## src/rtl/alu_pkg.sv

```systemverilog
`default_nettype none
// ============================================================================
// Module   : alu_pkg
// Purpose  : Shared operation codes and FSM state encoding for alu_seq.
// Revision : 1.0 - initial release
// ============================================================================
package alu_pkg;

  localparam logic [3:0] COP_CLR   = 4'b0000;
  localparam logic [3:0] COP_ADD   = 4'b0001;
  localparam logic [3:0] COP_SUB   = 4'b0010;
  localparam logic [3:0] COP_PASSB = 4'b0011;
  localparam logic [3:0] COP_CMPEQ = 4'b0100;
  localparam logic [3:0] COP_MUL   = 4'b0101;

  typedef enum logic [1:0] {
    IDLE     = 2'd0,
    MUL_BUSY = 2'd1,
    HOLD     = 2'd2
  } state_t;

endpackage
`default_nettype wire

```

## src/rtl/alu_seq_if.sv

```systemverilog
`default_nettype none
// ============================================================================
// Module   : alu_seq_if
// Purpose  : Operand/result valid-ready bus between read stage, alu_seq and
//            writeback. master = producer/consumer side, slave = the ALU.
// Revision : 1.0 - initial release
// ============================================================================
interface alu_seq_if #(
  parameter int WIDTH = 16
) ();

  logic             in_valid;
  logic             in_ready;
  logic [3:0]       cop;
  logic [WIDTH-1:0] reg_A;
  logic [WIDTH-1:0] reg_B;
  logic             out_valid;
  logic             out_ready;
  logic [WIDTH-1:0] result;
  logic             ovf;
  logic             err;

  modport master (
    output in_valid, cop, reg_A, reg_B, out_ready,
    input  in_ready, out_valid, result, ovf, err
  );

  modport slave (
    input  in_valid, cop, reg_A, reg_B, out_ready,
    output in_ready, out_valid, result, ovf, err
  );

endinterface
`default_nettype wire

```

## src/rtl/alu_seq_mul.sv

```systemverilog
`default_nettype none
// ============================================================================
// Module   : alu_seq_mul
// Purpose  : Iterative shift-add multiplier. start latches operands; one
//            partial product per cycle for WIDTH cycles. done pulses on the
//            last iteration with product carrying the final accumulator value.
// Revision : 1.0 - initial release
// ============================================================================
module alu_seq_mul #(
  parameter int WIDTH = 16
) (
  input  wire logic               clk,
  input  wire logic               reset,
  input  wire logic               start,
  input  wire logic [WIDTH-1:0]   mcand_in,
  input  wire logic [WIDTH-1:0]   mplier_in,
  output logic                    done,
  output logic [2*WIDTH-1:0]      product
);

  localparam int              CW       = $clog2(WIDTH + 1);
  localparam logic [CW-1:0]   CNT_INIT = CW'(WIDTH);

  logic [2*WIDTH-1:0] mcand_q, mcand_d;
  logic [2*WIDTH-1:0] acc_q, acc_d;
  logic [WIDTH-1:0]   mplier_q, mplier_d;
  logic [CW-1:0]      cnt_q, cnt_d;
  logic [2*WIDTH-1:0] acc_step;

  // Next-state for one shift-add iteration, or operand load on start.
  always_comb begin
    mcand_d  = mcand_q;
    acc_d    = acc_q;
    mplier_d = mplier_q;
    cnt_d    = cnt_q;
    done     = 1'b0;
    acc_step = acc_q + (mplier_q[0] ? mcand_q : '0);
    if (start) begin
      mcand_d  = {{WIDTH{1'b0}}, mcand_in};
      mplier_d = mplier_in;
      acc_d    = '0;
      cnt_d    = CNT_INIT;
    end else if (cnt_q != '0) begin
      acc_d    = acc_step;
      mcand_d  = mcand_q << 1;
      mplier_d = mplier_q >> 1;
      cnt_d    = cnt_q - CW'(1);
      done     = (cnt_q == CW'(1));
    end
    product = acc_step;
  end

  // Multiplier state registers; reset aborts any iteration in flight.
  always_ff @(posedge clk or posedge reset) begin
    if (reset) begin
      mcand_q  <= '0;
      acc_q    <= '0;
      mplier_q <= '0;
      cnt_q    <= '0;
    end else begin
      mcand_q  <= mcand_d;
      acc_q    <= acc_d;
      mplier_q <= mplier_d;
      cnt_q    <= cnt_d;
    end
  end

endmodule
`default_nettype wire

```

## src/rtl/alu_seq.sv

```systemverilog
`default_nettype none
// ============================================================================
// Module   : alu_seq
// Purpose  : Handshaked sequential ALU. Single-cycle ops (CLR/ADD/SUB/PASSB/
//            CMPEQ) with one registered stage; MUL via alu_seq_mul over WIDTH
//            cycles. Output is held stable while writeback stalls.
// Options  : define ALU_SEQ_SAT_EN to saturate ADD/SUB/MUL instead of wrap.
// Revision : 1.0 - initial release
// ============================================================================
module alu_seq #(
  parameter int WIDTH = 16
) (
  input  wire logic clk,
  input  wire logic reset,
  alu_seq_if.slave  bus
);

  import alu_pkg::*;

  state_t           state_q, state_d;
  logic [WIDTH-1:0] result_q, result_d;
  logic             ovf_q, ovf_d;
  logic             err_q, err_d;

  logic               in_ready;
  logic               mul_start;
  logic               mul_done;
  logic [2*WIDTH-1:0] mul_product;
  logic [WIDTH:0]     add_full;
  logic [WIDTH:0]     sub_full;
  logic [WIDTH-1:0]   op_res;
  logic               op_ovf;
  logic               op_err;
  logic [WIDTH-1:0]   mul_res;
  logic               mul_ovf;

  // HOLD can take a new op in the same cycle its result drains.
  assign in_ready = (state_q == IDLE) || ((state_q == HOLD) && bus.out_ready);

  alu_seq_mul #(.WIDTH(WIDTH)) u_mul (
    .clk       (clk),
    .reset     (reset),
    .start     (mul_start),
    .mcand_in  (bus.reg_A),
    .mplier_in (bus.reg_B),
    .done      (mul_done),
    .product   (mul_product)
  );

  // Single-cycle datapath and multiplier result shaping.
  always_comb begin
    add_full = {1'b0, bus.reg_A} + {1'b0, bus.reg_B};
    sub_full = {1'b0, bus.reg_A} - {1'b0, bus.reg_B};
    op_res   = '0;
    op_ovf   = 1'b0;
    op_err   = 1'b0;
    case (bus.cop)
      COP_CLR:   op_res = '0;
      COP_ADD: begin
        op_res = add_full[WIDTH-1:0];
        op_ovf = add_full[WIDTH];
`ifdef ALU_SEQ_SAT_EN
        if (add_full[WIDTH]) op_res = '1;
`endif
      end
      COP_SUB: begin
        op_res = sub_full[WIDTH-1:0];
        op_ovf = sub_full[WIDTH];
`ifdef ALU_SEQ_SAT_EN
        if (sub_full[WIDTH]) op_res = '0;
`endif
      end
      COP_PASSB: op_res = bus.reg_B;
      COP_CMPEQ: op_res = {{(WIDTH-1){1'b0}}, (bus.reg_A == bus.reg_B)};
      COP_MUL:   op_res = '0;
      default:   op_err = 1'b1;
    endcase
    mul_ovf = |mul_product[2*WIDTH-1:WIDTH];
    mul_res = mul_product[WIDTH-1:0];
`ifdef ALU_SEQ_SAT_EN
    if (mul_ovf) mul_res = '1;
`endif
  end

  // Handshake FSM next-state: accept, multiply wait, and result hold.
  always_comb begin
    state_d   = state_q;
    result_d  = result_q;
    ovf_d     = ovf_q;
    err_d     = err_q;
    mul_start = 1'b0;
    case (state_q)
      IDLE, HOLD: begin
        if (in_ready) begin
          if (bus.in_valid) begin
            if (bus.cop == COP_MUL) begin
              mul_start = 1'b1;
              state_d   = MUL_BUSY;
            end else begin
              state_d  = HOLD;
              result_d = op_res;
              ovf_d    = op_ovf;
              err_d    = op_err;
            end
          end else begin
            state_d = IDLE;
          end
        end
      end
      MUL_BUSY: begin
        if (mul_done) begin
          state_d  = HOLD;
          result_d = mul_res;
          ovf_d    = mul_ovf;
          err_d    = 1'b0;
        end
      end
      default: state_d = IDLE;
    endcase
  end

  // State and registered outputs; reset discards any op in flight.
  always_ff @(posedge clk or posedge reset) begin
    if (reset) begin
      state_q  <= IDLE;
      result_q <= '0;
      ovf_q    <= 1'b0;
      err_q    <= 1'b0;
    end else begin
      state_q  <= state_d;
      result_q <= result_d;
      ovf_q    <= ovf_d;
      err_q    <= err_d;
    end
  end

  assign bus.in_ready  = in_ready;
  assign bus.out_valid = (state_q == HOLD);
  assign bus.result    = result_q;
  assign bus.ovf       = ovf_q;
  assign bus.err       = err_q;

endmodule
`default_nettype wire

```

## src/flat_wrapper.sv

```systemverilog
// flat-port wrapper written by rule: the top's interface ports become plain ports
module alu_seq_flat import alu_pkg::*;
#(
  parameter int WIDTH = 16
)
  (clk, reset, bus_in_valid, bus_cop, bus_reg_A, bus_reg_B, bus_out_ready, bus_in_ready, bus_out_valid, bus_result, bus_ovf, bus_err);
  alu_seq_if #(.WIDTH(WIDTH)) bus_i ();
  input  wire logic clk;
  input  wire logic reset;
  input wire logic [$bits(bus_i.in_valid)-1:0] bus_in_valid;
  input wire logic [$bits(bus_i.cop)-1:0] bus_cop;
  input wire logic [$bits(bus_i.reg_A)-1:0] bus_reg_A;
  input wire logic [$bits(bus_i.reg_B)-1:0] bus_reg_B;
  input wire logic [$bits(bus_i.out_ready)-1:0] bus_out_ready;
  output wire logic [$bits(bus_i.in_ready)-1:0] bus_in_ready;
  output wire logic [$bits(bus_i.out_valid)-1:0] bus_out_valid;
  output wire logic [$bits(bus_i.result)-1:0] bus_result;
  output wire logic [$bits(bus_i.ovf)-1:0] bus_ovf;
  output wire logic [$bits(bus_i.err)-1:0] bus_err;
  assign bus_i.in_valid = bus_in_valid;
  assign bus_i.cop = bus_cop;
  assign bus_i.reg_A = bus_reg_A;
  assign bus_i.reg_B = bus_reg_B;
  assign bus_i.out_ready = bus_out_ready;
  assign bus_in_ready = bus_i.in_ready;
  assign bus_out_valid = bus_i.out_valid;
  assign bus_result = bus_i.result;
  assign bus_ovf = bus_i.ovf;
  assign bus_err = bus_i.err;
  alu_seq #(.WIDTH(WIDTH)) u_core (.clk(clk), .reset(reset), .bus(bus_i));
endmodule
```

## config.mk

```make
export PLATFORM = sky130hd
export DESIGN_NAME = alu_seq_flat
export DESIGN_NICKNAME = d
export VERILOG_FILES = /design/src/rtl/alu_pkg.sv /design/src/rtl/alu_seq_if.sv /design/src/rtl/alu_seq_mul.sv /design/src/rtl/alu_seq.sv /design/src/flat_wrapper.sv
export SDC_FILE = /design/constraint.sdc
export NUM_CORES = 1
export LEC_CHECK = 0
export CAP_MARGIN = 20
export CORE_ASPECT_RATIO = 0.8
export CORE_MARGIN = 8
export CORE_UTILIZATION = 50
export DETAILED_ROUTE_END_ITERATION = 8
export PLACE_DENSITY = 0.66
export SLEW_MARGIN = 5
export SYNTH_ARGS = -nofsm -noshare
export SYNTH_HDL_FRONTEND = slang
export SYNTH_SLANG_ARGS = --single-unit
export TNS_END_PERCENT = 20
```

## constraint.sdc

```tcl
create_clock -name clk -period 5.4 [get_ports clk]
set_clock_uncertainty 0.1 [all_clocks]
set_input_delay 0.81 -clock clk [delete_from_list [all_inputs] [get_ports clk]]
set_output_delay 0.81 -clock clk [all_outputs]
set_load 0.01 [all_outputs]
```

==> results of run 1 <==
-- power by group through the flow --
stage	clock (W)	sequential, W	combinational [W]
2_1_floorplan	0	0.00124	0.00145
3_3_place_gp	0	0.00130	0.00186
3_5_place_dp	0	0.00130	0.00187
4_1_cts	0.000680	0.00129	0.00188
5_1_grt	0.000705	0.00134	0.00214
6_report	0.000660	0.00129	0.00191
-- path summary, 6_finish.rpt --
kind	start	endpoint	slack [ns]	cells past startpoint
min in group asynchronous	reset	u_core.u_mul.mcand_q[18]	0.92	2
worst max-delay path	u_core.u_mul.mplier_q[0]	u_core.bus.ovf	1.22	12
worst min register to register	u_core.bus.result[1]	u_core.bus.result[1]	0.39	2
max in group asynchronous	reset	u_core.bus.result[4]	3.28	3
worst min-delay path	u_core.bus.result[1]	u_core.bus.result[1]	0.39	2
worst max register to register	u_core.u_mul.mplier_q[0]	u_core.bus.ovf	1.22	12
-- worst register-to-register path, stage by stage (launching register included) --
cell and delay, ns:
sky130_fd_sc_hd__dfrtp_1 0.74, sky130_fd_sc_hd__and2_1 0.36, sky130_fd_sc_hd__ha_1 0.22, sky130_fd_sc_hd__fa_1 0.44, sky130_fd_sc_hd__a211oi_2 0.27, sky130_fd_sc_hd__o21bai_2 0.13
sky130_fd_sc_hd__o311ai_1 0.41, sky130_fd_sc_hd__a211o_2 0.30, sky130_fd_sc_hd__o221ai_1 0.14, sky130_fd_sc_hd__xor2_1 0.17, sky130_fd_sc_hd__or4_1 0.50, sky130_fd_sc_hd__nor3_1 0.19
sky130_fd_sc_hd__a21oi_1 0.09
-- per-stage QoR --
stage | total power, W | setup slack, ns | cell area [µm²] | util | instances
6_report | 0.003858 | 1.219 | 9218 | 0.5658 | 1278
5_1_grt | 0.004181 | 0.7887 | 9218 | 0.5658 | 1278
4_1_cts | 0.003857 | 1.217 | 9178 | 0.5634 | 1276
3_5_place_dp | 0.003175 | 1.037 | 8886 | 0.5455 | 1260
3_3_place_gp | 0.003156 | 1.102 | 8875 | 0.5448 | 1259
2_1_floorplan | 0.002692 | 1.729 | 8195 | - | 1030
-- metal layers --
layer	track usage	wire (µm)	vias up
li1	-	-	3715
met1	0.3639	12320	3662
met2	0.3420	10040	285
met3	0.04477	1725	22
met4	0.05479	265	0
met5	0	0	-
-- sequential cells by signal (all words and copies together) (netlist names) --
| signal | flops |
|---|---|
| u_core.u_mul.acc_q | 32 |
| u_core.u_mul.mcand_q | 32 |
| u_core.bus.result | 16 |
| u_core.u_mul.mplier_q | 16 |
| u_core.u_mul.cnt_q | 5 |
| u_core.state_q | 2 |
| u_core.bus.err | 1 |
| u_core.bus.ovf | 1 |
-- synth_stat cells, drive strengths merged, types with 3 or more instances --
| cell | count |
|---|---|
| o311ai | 4 |
| o211ai | 9 |
| o41ai | 4 |
| a31oi | 37 |
| a21oi | 109 |
| nand2 | 174 |
| a211o | 4 |
| inv | 43 |
| o21ai | 39 |
| a21boi | 3 |
| o21a | 9 |
| fa | 3 |
| xor2 | 14 |
| nand2b | 10 |
| or2 | 5 |
| a22o | 5 |
| buf | 7 |
| a221o | 8 |
| nor3 | 22 |
| a21o | 25 |
| or4 | 3 |
| a221oi | 9 |
| o21bai | 11 |
| o22ai | 3 |
| ha | 66 |
| clkbuf | 51 |
| nor2 | 94 |
| o221ai | 8 |
| a211oi | 12 |
| o31ai | 5 |
| nand3 | 17 |
| and3 | 8 |
| nor2b | 4 |
| a2111oi | 4 |
| nand4 | 8 |
| a22oi | 9 |
| dfrtp | 105 |
| xnor2 | 22 |
| and2 | 35 |
-- logic make-up after synthesis --
logic type | Yosys count | synth area share
mux | 3 | 0.003817
flops | 105 | 0.3206
simple gates | 389 | 0.2118
compound gates | 327 | 0.2660
xor+xnor | 36 | 0.03847
fa+ha+maj | 69 | 0.1081
buf+inv | 101 | 0.05130
-- area by class of cell --
cell class / instances / area share
timing repair buffer: 70 / 0.07615
tap: 220 / 0.02986
clock buffer: 11 / 0.02742
inverter: 43 / 0.01778
sequential: 105 / 0.2851
clock inverter: 5 / 0.004208
multi-input combinational: 824 / 0.5595
==> results.rst, run 1 <==
.. list-table::
   :header-rows: 1

   * - Metric
     - Value
   * - Critical path class
     - reg2reg
   * - CP Data Arrival Time
     - 4.31 ns
   * - Worst min-delay path category
     - reg2reg
   * - Hold_ws
     - 0.3878 ns
   * - Synth top area share
     - 0.3206
   * - Initial DRT Pass Iterations
     - 6
   * - Clock edge transition at the registers on the reported setup and hold paths
     - 0.07 ns
   * - CTS buffer count
     - 9
   * - Via/cell ratio
     - 6.013
   * - Cts-stage hold buffer count
     - 0
   * - Antenna diode count
     - 0
   * - IO Pins
     - 60
   * - Fill cell total of the finished layout
     - 1510
   * - H-tree depth
     - 3
   * - Max-slew violation count
     - 0
   * - Number of max-capacitance violations reported
     - 0
   * - #FFs+latches synth
     - 105
   * - Sw power
     - 0.001655 W
   * - Syn nets
     - 1139
   * - Longest Clk Path Bufs
     - 2
   * - Residual antenna-violating net count after detailed routing
     - 0
   * - Commonest cells after routing, fill and taps aside
     - 173 x sky130_fd_sc_hd__nand2_1, 108 x sky130_fd_sc_hd__a21oi_1, 105 x sky130_fd_sc_hd__dfrtp_1, 94 x sky130_fd_sc_hd__nor2_1, 66 x sky130_fd_sc_hd__ha_1
   * - Overall Global Routing Usage
     - 0.2392
   * - Status
     - completed
   * - Internal power consumption
     - 0.002203 W
   * - Placed wire-length estimate after detailed placement
     - 17690 µm
   * - Tightest Pin Transition
     - 0.9598 ns
   * - Clock power share
     - 0.171
   * - Max-slew headroom
     - 0.3601
   * - Required time at the endpoint of the critical path
     - 5.53 ns
   * - Total of endpoints with negative setup slack in the final report
     - 0
   * - Final hold violation count
     - 0
   * - Power density over cell area
     - 418.6 nW/µm²
   * - Sequential power share
     - 0.335
   * - YS warnings
     - 0
   * - Port bufs
     - 59
   * - Post-Route WL
     - 24350 µm
   * - Buffers inserted by post-CTS timing repair
     - 0
   * - Share of cells above drive strength 1
     - 0.05293
   * - Routed length per placed instance
     - 19.05 µm
   * - Worst IR Drop VDD
     - 278.5 µV
   * - Pin count of the biggest net entering global routing
     - 76
   * - Sum of negative setup slack
     - 0 ns
   * - Most frequent standard cell in the layout excluding fill and tap cells
     - sky130_fd_sc_hd__nand2_1
   * - Critical path's top delay family
     - compound AO/OA/AOI/OAI gates
   * - Layout area overhead
     - 12.47%
   * - Switching Fraction
     - 0.4290
   * - CP Cell Sequence
     - and2_1 -> ha_1 -> fa_1 -> a211oi_2 -> o21bai_2 -> o311ai_1 -> a211o_2 -> o221ai_1 -> xor2_1 -> or4_1 -> nor3_1 -> a21oi_1
   * - Number of gates given a new drive strength after cts
     - 0
   * - Insertion delay to the later sink of the worst-skew pair
     - 0.36 ns
   * - Combinational Power Share
     - 0.494
   * - EDFF count, synth
     - 0
   * - Number of buffers and inverters on the critical path
     - 0
   * - Die outline area
     - 20770 µm²
   * - Number of clock sinks seen by CTS
     - 105
   * - Die X-Extent
     - 159.1 µm
   * - Fraction of the yosys area taken by sequential cells
     - 0.3206
   * - CP max FO
     - 33
   * - Cell type with the highest aggregate area in the netlist
     - sky130_fd_sc_hd__dfrtp_1
   * - Core area
     - 16290 µm²
   * - Cell area after technology mapping
     - 8195 µm²
   * - Site row count
     - 42
   * - Highest-delay cell along the critical path
     - sky130_fd_sc_hd__dfrtp_1
   * - Synth Instances
     - 1030
   * - Number of antenna violations at the first check in global routing
     - 0
   * - CTS tree
     - yes
   * - Number of distinct standard cells referenced by the synthesized netlist
     - 74
   * - Proportion of synthesized flip-flops having asynchronous set or reset
     - 1.000
   * - Main area contributors after synthesis
     - sky130_fd_sc_hd__dfrtp_1 32%, sky130_fd_sc_hd__ha_1 10%, sky130_fd_sc_hd__nand2_1 8.0%
   * - Mapped Avg Cell Area
     - 7.957 µm²
   * - Pleak
     - 4.184 nW
   * - GPL Wtd Cong
     - 0.9552
   * - Unrepaired setup endpoints after global routing
     - false
   * - Final min period
     - 4.181 ns
   * - First-pass GRT wire length
     - 39940 µm
   * - Final net count
     - 1162
   * - Endpoint class of the critical path
     - flip-flop
   * - Number of global-route vias before repair
     - 7203
   * - Flip-flop and latch area
     - 2628 µm²
   * - Area taken by multi-input logic gates
     - 5157 µm²
   * - Detailed router's first-iteration violation count
     - 787
   * - Clock tree root driver cell
     - sky130_fd_sc_hd__clkbuf_16
   * - Ys flop type
     - sky130_fd_sc_hd__dfrtp_1
   * - Critical Path Source Type
     - flip-flop
   * - CP max stage delay
     - 0.74 ns
   * - Vias after detailed routing
     - 7684
   * - Starting density of the core
     - 0.5031
   * - Maximum clock rate
     - 0.2392 GHz
   * - Final critical-path share of the clock period
     - 0.7742
   * - Total gr overflow
     - 0
   * - Die span in y
     - 130.5 µm
   * - DRC violations left
     - 0
Power figures use the tool's default switching activity.
==> run 2, diff against run 1 <==
Clock period 5.4 ns to 4.1 ns, I/O delays scaled along.
==> run 2 against run 1 <==
Against the previous run:
- sequential share of layout area shrank 0.58 points
- hold slack improved by 0.0029 ns
- highest routed layer unchanged
- critical path depth rose by 2
- wire length is 0.13% higher
- die area is the same
- largest power group unchanged
- utilization increased by 1.2 points
- setup slack worse by 0.92 ns
- first-iteration DRC count shrank 14%
- total power rose by 33%
==> results.rst, run 2 (synthesis gave the netlist of run 1 again) <==
.. list-table::
   :header-rows: 1

   * - Metric
     - Value
   * - Reg-to-reg critical path startpoint
     - u_core.u_mul.mplier_q[0]
   * - CP max stage delay
     - 0.54 ns (-0.20 ns)
   * - CP Data Arrival Time
     - 3.98 ns (-0.33 ns)
   * - Post-placement cell area
     - 9115 µm² (+2.6%)
   * - Final hold violation count
     - 0 (unchanged)
   * - Logic depth of the worst register-to-register path
     - 14 (+2)
   * - Highest-delay cell along the critical path
     - sky130_fd_sc_hd__clkdlybuf4s50_1
   * - Placed wire-length estimate after detailed placement
     - 18300 µm (+3.5%)
   * - Setup slack on the worst flop-to-flop path
     - 0.34 ns (-0.88 ns)
   * - Worst IR Drop VDD
     - 366.1 µV (+31%)
   * - Worst Hold Launch
     - u_core.bus.err
   * - Total gr overflow
     - 0 (unchanged)
   * - Clock tree root driver cell
     - sky130_fd_sc_hd__clkbuf_16
   * - H-tree depth
     - 3 (unchanged)
   * - Die X-Extent
     - 159.1 µm (unchanged)
   * - Routed length per placed instance
     - 18.72 µm (-1.7%)
   * - Tightest Pin Transition
     - 0.9148 ns (-0.04502 ns)
   * - Overall power of the completed layout
     - 0.005125 W (+33%)
   * - Commonest cells after routing, fill and taps aside
     - 173 x sky130_fd_sc_hd__nand2_1, 108 x sky130_fd_sc_hd__a21oi_1, 105 x sky130_fd_sc_hd__dfrtp_1, 94 x sky130_fd_sc_hd__nor2_1, 66 x sky130_fd_sc_hd__ha_1
   * - Fill cell total of the finished layout
     - 1516 (+0.40%)
   * - Clock edge transition at the registers on the reported setup and hold paths
     - 0.08 ns (about the same)
   * - Vias after detailed routing
     - 7679 (-0.065%)
   * - Overall Global Routing Usage
     - 0.2433 (+0.004164)
   * - Number of antenna violations at the first check in global routing
     - 0 (unchanged)
   * - Total of endpoints with negative setup slack in the final report
     - 0 (unchanged)
   * - Core utilization of the finished layout
     - 0.5775 (+0.01167)
   * - Initial DRT Pass Iterations
     - 5 (-1)
   * - Pin count of the biggest net entering global routing
     - 66 (-13%)
   * - Final net count
     - 1186 (+2.1%)
   * - Critical path origin
     - bus_reg_B[0]
   * - Antenna diode count
     - 0 (unchanged)
   * - Core area
     - 16290 µm² (unchanged)
   * - Die outline area
     - 20770 µm² (unchanged)
   * - Final critical-path share of the clock period
     - 0.9264
   * - Top flop regs
     - u_core.u_mul.acc_q x32, u_core.u_mul.mcand_q x32
   * - Terminus of the critical flop-to-flop path
     - u_core.bus.ovf
   * - Insertion delay to the later sink of the worst-skew pair
     - 0.36 ns (about the same)
   * - Endpoint class of the critical path
     - flip-flop
   * - Most frequent standard cell in the layout excluding fill and tap cells
     - sky130_fd_sc_hd__nand2_1
   * - Unrepaired setup endpoints after global routing
     - false
   * - Post-Route WL
     - 24380 µm (+0.13%)
   * - Site row count
     - 42 (unchanged)
   * - Critical path class
     - in2reg
   * - Number of clock sinks seen by CTS
     - 105 (unchanged)
   * - Residual antenna-violating net count after detailed routing
     - 0 (unchanged)
   * - Number of max-capacitance violations reported
     - 0 (unchanged)
   * - Die span in y
     - 130.5 µm (unchanged)
   * - Final min period
     - 3.798 ns
   * - DRC violations left
     - 0 (unchanged)
   * - CTS tree
     - yes
   * - Sum of negative setup slack
     - 0 ns (unchanged)
   * - Worst Hold Depth
     - 2 (unchanged)
   * - Number of global-route vias before repair
     - 7384 (+2.5%)
   * - Pleak
     - 4.295 nW (+2.6%)
   * - Share of cells above drive strength 1
     - 0.07394 (+0.02101)
   * - CTS buffer count
     - 9 (unchanged)
   * - Port bufs
     - 59 (unchanged)
   * - Starting density of the core
     - 0.5031 (unchanged)
   * - Via/cell ratio
     - 5.898 (-1.9%)
   * - GPL Wtd Cong
     - 0.9945 (+4.1%)
   * - Buffers inserted by post-CTS timing repair
     - 0 (unchanged)
   * - Maximum clock rate
     - 0.2633 GHz
   * - Hold path endpoint
     - u_core.bus.err
   * - Detailed router's first-iteration violation count
     - 679 (-14%)
   * - Longest Clk Path Bufs
     - 2 (unchanged)
   * - First-pass GRT wire length
     - 40500 µm (+1.4%)
   * - CP Cell Sequence
     - clkdlybuf4s50_1 -> ha_1 -> inv_1 -> fa_1 -> a21o_1 -> a21o_1 -> a21oi_1 -> o21ai_1 -> a31o_2 -> a21oi_1 -> nor2_1 -> o41ai_1 -> o22ai_1 -> a21oi_1
   * - CP max FO
     - 4 (-88%)
   * - Status
     - completed
   * - Layout area overhead
     - 14.79%
   * - Required time at the endpoint of the critical path
     - 4.28 ns (-1.25 ns)
   * - Max-slew violation count
     - 0 (unchanged)
   * - Power density over cell area
     - 544.8 nW/µm² (+30%)
   * - IO Pins
     - 60 (unchanged)
   * - Post-layout instance area
     - 9408 µm² (+2.1%)
   * - Worst min-delay path category
     - reg2reg
   * - Critical Path Source Type
     - input pin
   * - Max-slew headroom
     - 0.3880 (+0.02785)
   * - Most common cell on crit path
     - sky130_fd_sc_hd__a21oi_1
run 2: metrics by stage:
step | hold WS [ns] | cells | worst slack, ns
after floorplan | 0.3687 | 1030 | 0.6093
after global placement | 0.3683 | 1286 | 0.01946
after detailed placement | 0.3788 | 1286 | 0.1093
after CTS | 0.3966 | 1302 | 0.2645
after global routing | 0.4325 | 1302 | 0.04513
final | 0.3906 | 1302 | 0.3018
run 2: cell type report:
type	instances	area, µm²	area share
timing repair buffer	94	890.9	0.09469
tap	220	275.3	0.02926
clock inverter	6	52.55	0.005586
sequential	105	2628	0.2793
inverter	43	163.9	0.01742
multi-input combinational	824	5159	0.5483
clock buffer	10	239.0	0.02540
run 2: power breakdown:
part	internal, W	switching [W]	leakage [nW]	total, W
logic	0.00108	0.00151	2.82	0.00259
registers	0.00142	0.000251	1.34	0.00167
clock network	0.000437	0.000422	0.137	0.000859
run 2: worst max path at each step:
stage / to / slack [ns] / cells past startpoint
after global routing: u_core.bus.ovf / 0.05 / 14
after detailed placement: u_core.bus.result[11] / 0.11 / 13
after CTS: u_core.bus.ovf / 0.26 / 14
final: u_core.bus.ovf / 0.30 / 14
after floorplan: u_core.bus.ovf / 0.61 / 13
after global placement: u_core.bus.ovf / 0.02 / 14
run 2: worst max-delay path, delay by kind of cell:
kind / cells / cell delay (ns)
AOI/OAI and AO/OA: 9 / 2.07
adders and majority gates: 2 / 0.63
buffers and inverters: 2 / 0.60
and+or+nand+nor: 1 / 0.07
run 2: repair_timing:
action / in CTS / in global routing
hold endpoints to repair: 0 / 0
setup endpoints to repair: 0 / 1
gates resized for setup: 0 / 1
hold buffers: 0 / 0
run 2: metal layers:
metal / track usage / vias to the layer above / share of wire
met5: 0 / - / 0
met4: 0.07139 / 0 / 0.019
met3: 0.04853 / 34 / 0.070
met2: 0.3503 / 277 / 0.41
met1: 0.3614 / 3604 / 0.50
li1: - / 3764 / -
==> run 3, diff against run 2 <==
Settings changed: CORE_ASPECT_RATIO 0.8 to not set.
==> run 3 against run 2 <==
Against the previous run:
- die area down 0.12%
- via count about the same
- critical path type is now reg2reg
- critical path depth down 1
- design area up 0.44%
- count of clock-buffer cells in the layout unchanged
- total power about the same
- non-clock buffer count up 2
- critical endpoint unchanged
- largest power group unchanged
==> results.rst, run 3 (synthesis gave the netlist of run 1 again) <==
.. list-table::
   :header-rows: 1

   * - Metric
     - Value
   * - Routed length per placed instance
     - 18.46 µm (-1.4%)
   * - CP Data Arrival Time
     - 3.99 ns (about the same)
   * - Number of gates given a new drive strength after cts
     - 0 (unchanged)
   * - CTS tree
     - yes
   * - Site row count
     - 47 (+12%)
   * - Buffers inserted by post-CTS timing repair
     - 0 (unchanged)
   * - Pin count of the biggest net entering global routing
     - 68 (+3.0%)
   * - Number of max-capacitance violations reported
     - 0 (unchanged)
   * - Longest Clk Path Bufs
     - 2 (unchanged)
   * - Most frequent standard cell in the layout excluding fill and tap cells
     - sky130_fd_sc_hd__nand2_1
   * - Sum of negative setup slack
     - 0 ns (unchanged)
   * - Layout area overhead
     - 15.30%
   * - Maximum clock rate
     - 0.2593 GHz (-1.5%)
   * - Cts-stage hold buffer count
     - 0 (unchanged)
   * - Max-slew headroom
     - 0.4202 (+0.03226)
   * - CP max stage delay
     - 0.55 ns (about the same)
   * - Met3 usage in global routing
     - 0.04688 (-0.001648)
   * - Hold_ws
     - 0.3890 ns (-0.001660 ns)
   * - CP Cell Sequence
     - buf_12 -> and2_1 -> ha_1 -> and3_4 -> and3_1 -> o311ai_1 -> a211o_2 -> o41ai_1 -> xor2_1 -> or4_1 -> nor3_1 -> buf_4 -> a21oi_1
   * - CTS buffer count
     - 9 (unchanged)
   * - Highest-delay cell along the critical path
     - sky130_fd_sc_hd__or4_1
   * - Die outline area
     - 20740 µm² (-0.12%)
   * - Initial DRT Pass Iterations
     - 5 (unchanged)
   * - Final hold violation count
     - 0 (unchanged)
   * - Overall Global Routing Usage
     - 0.2399 (-0.003414)
   * - Die span in y
     - 144.0 µm (+10%)
   * - Tightest Pin Transition
     - 0.8696 ns (-0.04515 ns)
   * - Final net count
     - 1188 (+0.17%)
   * - Max-slew violation count
     - 0 (unchanged)
   * - Post-Route WL
     - 24050 µm (-1.4%)
   * - Global routing met2 resource utilization
     - 0.3943 (+0.04399)
   * - Status
     - completed
   * - Power density over cell area
     - 541.9 nW/µm² (-0.53%)
   * - Cell Count, Final, Fillers Out
     - 1303 (+0.077%)
   * - Top flop regs
     - u_core.u_mul.acc_q x32, u_core.u_mul.mcand_q x32
   * - First-pass GRT wire length
     - 38910 µm (-3.9%)
   * - Number of global-route vias before repair
     - 7376 (-0.11%)
   * - Critical Path Source Type
     - flip-flop
   * - Insertion delay to the later sink of the worst-skew pair
     - 0.36 ns (about the same)
   * - Number of antenna violations at the first check in global routing
     - 0 (unchanged)
   * - Starting density of the core
     - 0.5031 (about the same)
   * - Worst IR Drop VDD
     - 278.8 µV (-24%)
   * - Worst min-delay path category
     - reg2reg
   * - Fill cell total of the finished layout
     - 1527 (+0.73%)
   * - Clock edge transition at the registers on the reported setup and hold paths
     - 0.07 ns (about the same)
   * - IO Pins
     - 60 (unchanged)
   * - Endpoint class of the critical path
     - flip-flop
   * - Unrepaired setup endpoints after global routing
     - false
   * - Clock tree root driver cell
     - sky130_fd_sc_hd__clkbuf_16
   * - GR met1 Demand/Resource
     - 0.3114 (-0.05003)
   * - Final critical-path share of the clock period
     - 0.9407 (+0.01429)
   * - Final min period
     - 3.857 ns (+0.05858 ns)
   * - Total gr overflow
     - 0 (unchanged)
   * - Die X-Extent
     - 144.0 µm (-9.5%)
   * - Detailed router's first-iteration violation count
     - 468 (-31%)
   * - Pleak
     - 4.327 nW (+0.74%)
   * - CP max FO
     - 15 (+11)
   * - H-tree depth
     - 3 (unchanged)
   * - Number of clock sinks seen by CTS
     - 105 (unchanged)
   * - Total of endpoints with negative setup slack in the final report
     - 0 (unchanged)
   * - Placed wire-length estimate after detailed placement
     - 18370 µm (+0.37%)
   * - Placed cell count
     - 1288 (+0.16%)
   * - Overall power of the completed layout
     - 0.005121 W (about the same)
   * - Antenna diode count
     - 0 (unchanged)
   * - Commonest cells after routing, fill and taps aside
     - 173 x sky130_fd_sc_hd__nand2_1, 108 x sky130_fd_sc_hd__a21oi_1, 105 x sky130_fd_sc_hd__dfrtp_1, 94 x sky130_fd_sc_hd__nor2_1, 66 x sky130_fd_sc_hd__ha_1
   * - Critical path class
     - reg2reg
   * - Via/cell ratio
     - 5.893 (about the same)
   * - DRC violations left
     - 0 (unchanged)
   * - GPL Wtd Cong
     - 0.9270 (-6.8%)
   * - Port bufs
     - 59 (unchanged)
   * - Required time at the endpoint of the critical path
     - 4.23 ns (-0.05 ns)
   * - Residual antenna-violating net count after detailed routing
     - 0 (unchanged)
   * - Core area
     - 16290 µm² (about the same)
   * - Vias after detailed routing
     - 7678 (-0.013%)
   * - Share of cells above drive strength 1
     - 0.07572 (+0.001778)
   * - Most Crowded Layer GR
     - met2
run 3: area by class of cell:
type | count | area [µm²] | share of cell area
Sequential cell | 105 | 2628 | 0.2781
Clock buffer | 10 | 239.0 | 0.02529
Inverter | 43 | 163.9 | 0.01735
Timing Repair Buffer | 96 | 918.4 | 0.09719
Multi-Input combinational cell | 824 | 5164 | 0.5465
Clock inverter | 5 | 61.31 | 0.006488
Tap cell | 220 | 275.3 | 0.02913
run 3: layer usage:
layer | vias up | wire length, µm
li1 | 3768 | -
met5 | - | 0
met1 | 3691 | 10860
met2 | 191 | 11330
met3 | 28 | 1310
met4 | 0 | 543
run 3: path summary, 6_finish.rpt:
path	depth (start not counted)	start	slack, ns	to
max in group asynchronous	3	reset	2.54	u_core.u_mul.mcand_q[0]
hold reg to reg	2	u_core.bus.err	0.39	u_core.bus.err
setup / recovery	13	u_core.u_mul.mplier_q[0]	0.24	u_core.bus.ovf
min in group asynchronous	2	reset	0.63	u_core.u_mul.cnt_q[0]
hold / removal	2	u_core.bus.err	0.39	u_core.bus.err
setup reg to reg	13	u_core.u_mul.mplier_q[0]	0.24	u_core.bus.ovf
run 3: power breakdown:
part | switching [W] | internal (W)
registers | 0.000253 | 0.00142
logic | 0.00147 | 0.00108
clock network | 0.000404 | 0.000492
total | 0.00213 | 0.00299
run 3: worst max-delay path, delay by kind of cell, from the launching register on:
family | cells | cell delay (ns)
buffers and inverters | 2 | 0.33
adders and majority gates | 1 | 0.46
xor gates and xnor gates | 1 | 0.14
AOI/OAI and AO/OA | 4 | 0.94
and+or+nand+nor | 5 | 1.31
DFF | 1 | 0.45
run 3: stage by stage:
| stage | setup WS, ns | area, µm² | utilization |
|---|---|---|---|
| global route | 0.006451 | 9449 | 0.5801 |
| CTS | 0.2459 | 9449 | 0.5801 |
| global placement | 0.1514 | 9149 | 0.5616 |
| detailed placement | 0.09739 | 9149 | 0.5616 |
| finish | 0.2432 | 9449 | 0.5801 |
| floorplan | 0.6093 | 8195 | - |
==> variant (config.mk and constraints of run 2) <==
`WIDTH` is set to 16 in 4 places; all go to 32.
--- a/src/rtl/alu_seq_if.sv
+++ b/src/rtl/alu_seq_if.sv
@@ -8,3 +8,3 @@
 interface alu_seq_if #(
-  parameter int WIDTH = 16
+  parameter int WIDTH = 32
 ) ();
--- a/src/rtl/alu_seq_mul.sv
+++ b/src/rtl/alu_seq_mul.sv
@@ -9,3 +9,3 @@
 module alu_seq_mul #(
-  parameter int WIDTH = 16
+  parameter int WIDTH = 32
 ) (
--- a/src/rtl/alu_seq.sv
+++ b/src/rtl/alu_seq.sv
@@ -10,3 +10,3 @@
 module alu_seq #(
-  parameter int WIDTH = 16
+  parameter int WIDTH = 32
 ) (
--- a/src/flat_wrapper.sv
+++ b/src/flat_wrapper.sv
@@ -3,3 +3,3 @@
 #(
-  parameter int WIDTH = 16
+  parameter int WIDTH = 32
 )
Interface: changed (resized bus_reg_A, bus_reg_B and bus_result); port bits go from 60 to 108. No check against the original RTL was run, so the function may have changed too.
==> variant against run 2 <==
Combinational power grew to 3.7 times the old value. Setup slack worse by 0.72 ns. Register-to-register slack worse by 0.76 ns. Sequential cell count is 97 higher. Power grew to 2.9 times the old value. Cell count is 130% higher. Synthesized cell count is 110% higher. Cell area is 130% higher. The flow now finishes with violations (negative setup slack). Wire length grew to 2.5 times the old value. Maximum frequency is 16% lower. Area after synthesis is 100% higher. Sequential share of layout area is 4.9 points lower. Sequential power is 100% higher.
==> variant: results (changes against run 2) <==
- Cell type of the slowest stage on the worst timing path: dfrtp_2
- Top post-synthesis cells by area: dfrtp_1 (31%), ha_1 (9.8%), nand2_1 (9.0%)
- The net switching share of the total power was 43.6% (+0.99 points).
- Type of element launching the critical path: flop
- The number of nets in the final layout is 2804 (+140%).
- Start point of the critical path: u_core.u_mul.mplier_q[0]
* DR vias/cell: 6.02 (+2.0%)
- The synthesized netlist cell count came to 2179 (+110%).
* Drt total wl: 61700 microns (+150%)
* Port-buffer cells: 107 (+81%)
* Skew-Pair Late Insertion Delay: 0.55 ns (+0.19 ns)
* Setup slack of the critical path after layout: -0.416 ns (-0.718 ns)
- Internal Dissipation: 8.51 mW (+190%)
- The number of antenna violations at the first check in global routing came to 1 (+1).
- Post-synth cell types: 78 (+5.4%)
* Leakage power figure: 10.3 nW (+140%)
* Share of final-layout standard cells stronger than drive strength 1: 20.4% (+13 points)
- DPL Wire Length: 46600 microns (+150%)
* Number of setup violations in the final report: 4 (+4)
- Power share of the sequential group: 22.6% (-10 points)
- Routed length on met3: 5280 microns (+210%)
- Kind of cell adding the most delay to the critical path: simple AND/OR/NAND/NOR gates
- Met2 global-route usage: 44.6% (+9.6 points)
* Most common library cells after synthesis: nand2_1 (394), a21oi_1 (236), nor2_1 (226), dfrtp_1 (202), ha_1 (130)
- The post-synthesis net count came to 2384 (+110%).
- The clock slew at the register clock pins of the worst setup and hold paths is 0.06 ns (-0.02 ns).
- Biggest fanout along the worst timing path: 9 (+5)
* Sequential-to-total area share from yosys stat: 30.6% (-1.5 points)
* Number of placed instances, taps included: 2991 (+130%)
- Actual slew at the worst max-slew pin: 0.917 ns (+0.00187 ns)
- The number of vias in the routed layout came to 18300 (+140%).
- Violations in the final reports: negative setup slack
- The setup TNS is -0.736 ns (-0.736 ns).
- Number of gates resized after cts: 24 (+24)
- Status: complete, but fails checks
- The power attributed to combinational cells came to 9.60 mW (+270%).
- The post-CTS repair timing setup buffer count came to 6 (+6).
- The total routing resource utilization after global routing came to 30.7% (+6.4 points).
- DR pass1 iterations: 6 (+1)
- The number of clock buffers inserted by TritonCTS is 24 (+15).
[variant: cell types whose count changed after synthesis, moves of 43 or more]
| cell | delta |
|---|---|
| and2_1 | +43 |
| nand2_1 | +220 |
| a21oi_1 | +128 |
| ha_1 | +64 |
| o21ai_0 | +66 |
| clkbuf_1 | +79 |
| nor2_1 | +132 |
| dfrtp_1 | +97 |
[variant: cell type report]
cell class	count	area, sq um
antenna	1	2.50
clock buffer	32	682
clock inverter	8	47.5
fill	2821	10600
inverter	78	297
multi-input combinational	1761	11000
sequential	202	5060
tap	427	534
timing repair buffer	532	4350
[variant: kinds of logic after synthesis]
| kind of cell | Yosys count | share of synthesized area (%) |
|---|---|---|
| AND/OR/NAND/NOR | 870 | 23.4 |
| buffers and inverters | 216 | 4.92 |
| AO/OA/AOI/OAI | 685 | 26.9 |
| XOR/XNOR | 71 | 3.77 |
| adder cells (fa/ha/maj) | 133 | 10.2 |
| multiplexers | 2 | 0.129 |
| flip-flops | 202 | 30.6 |
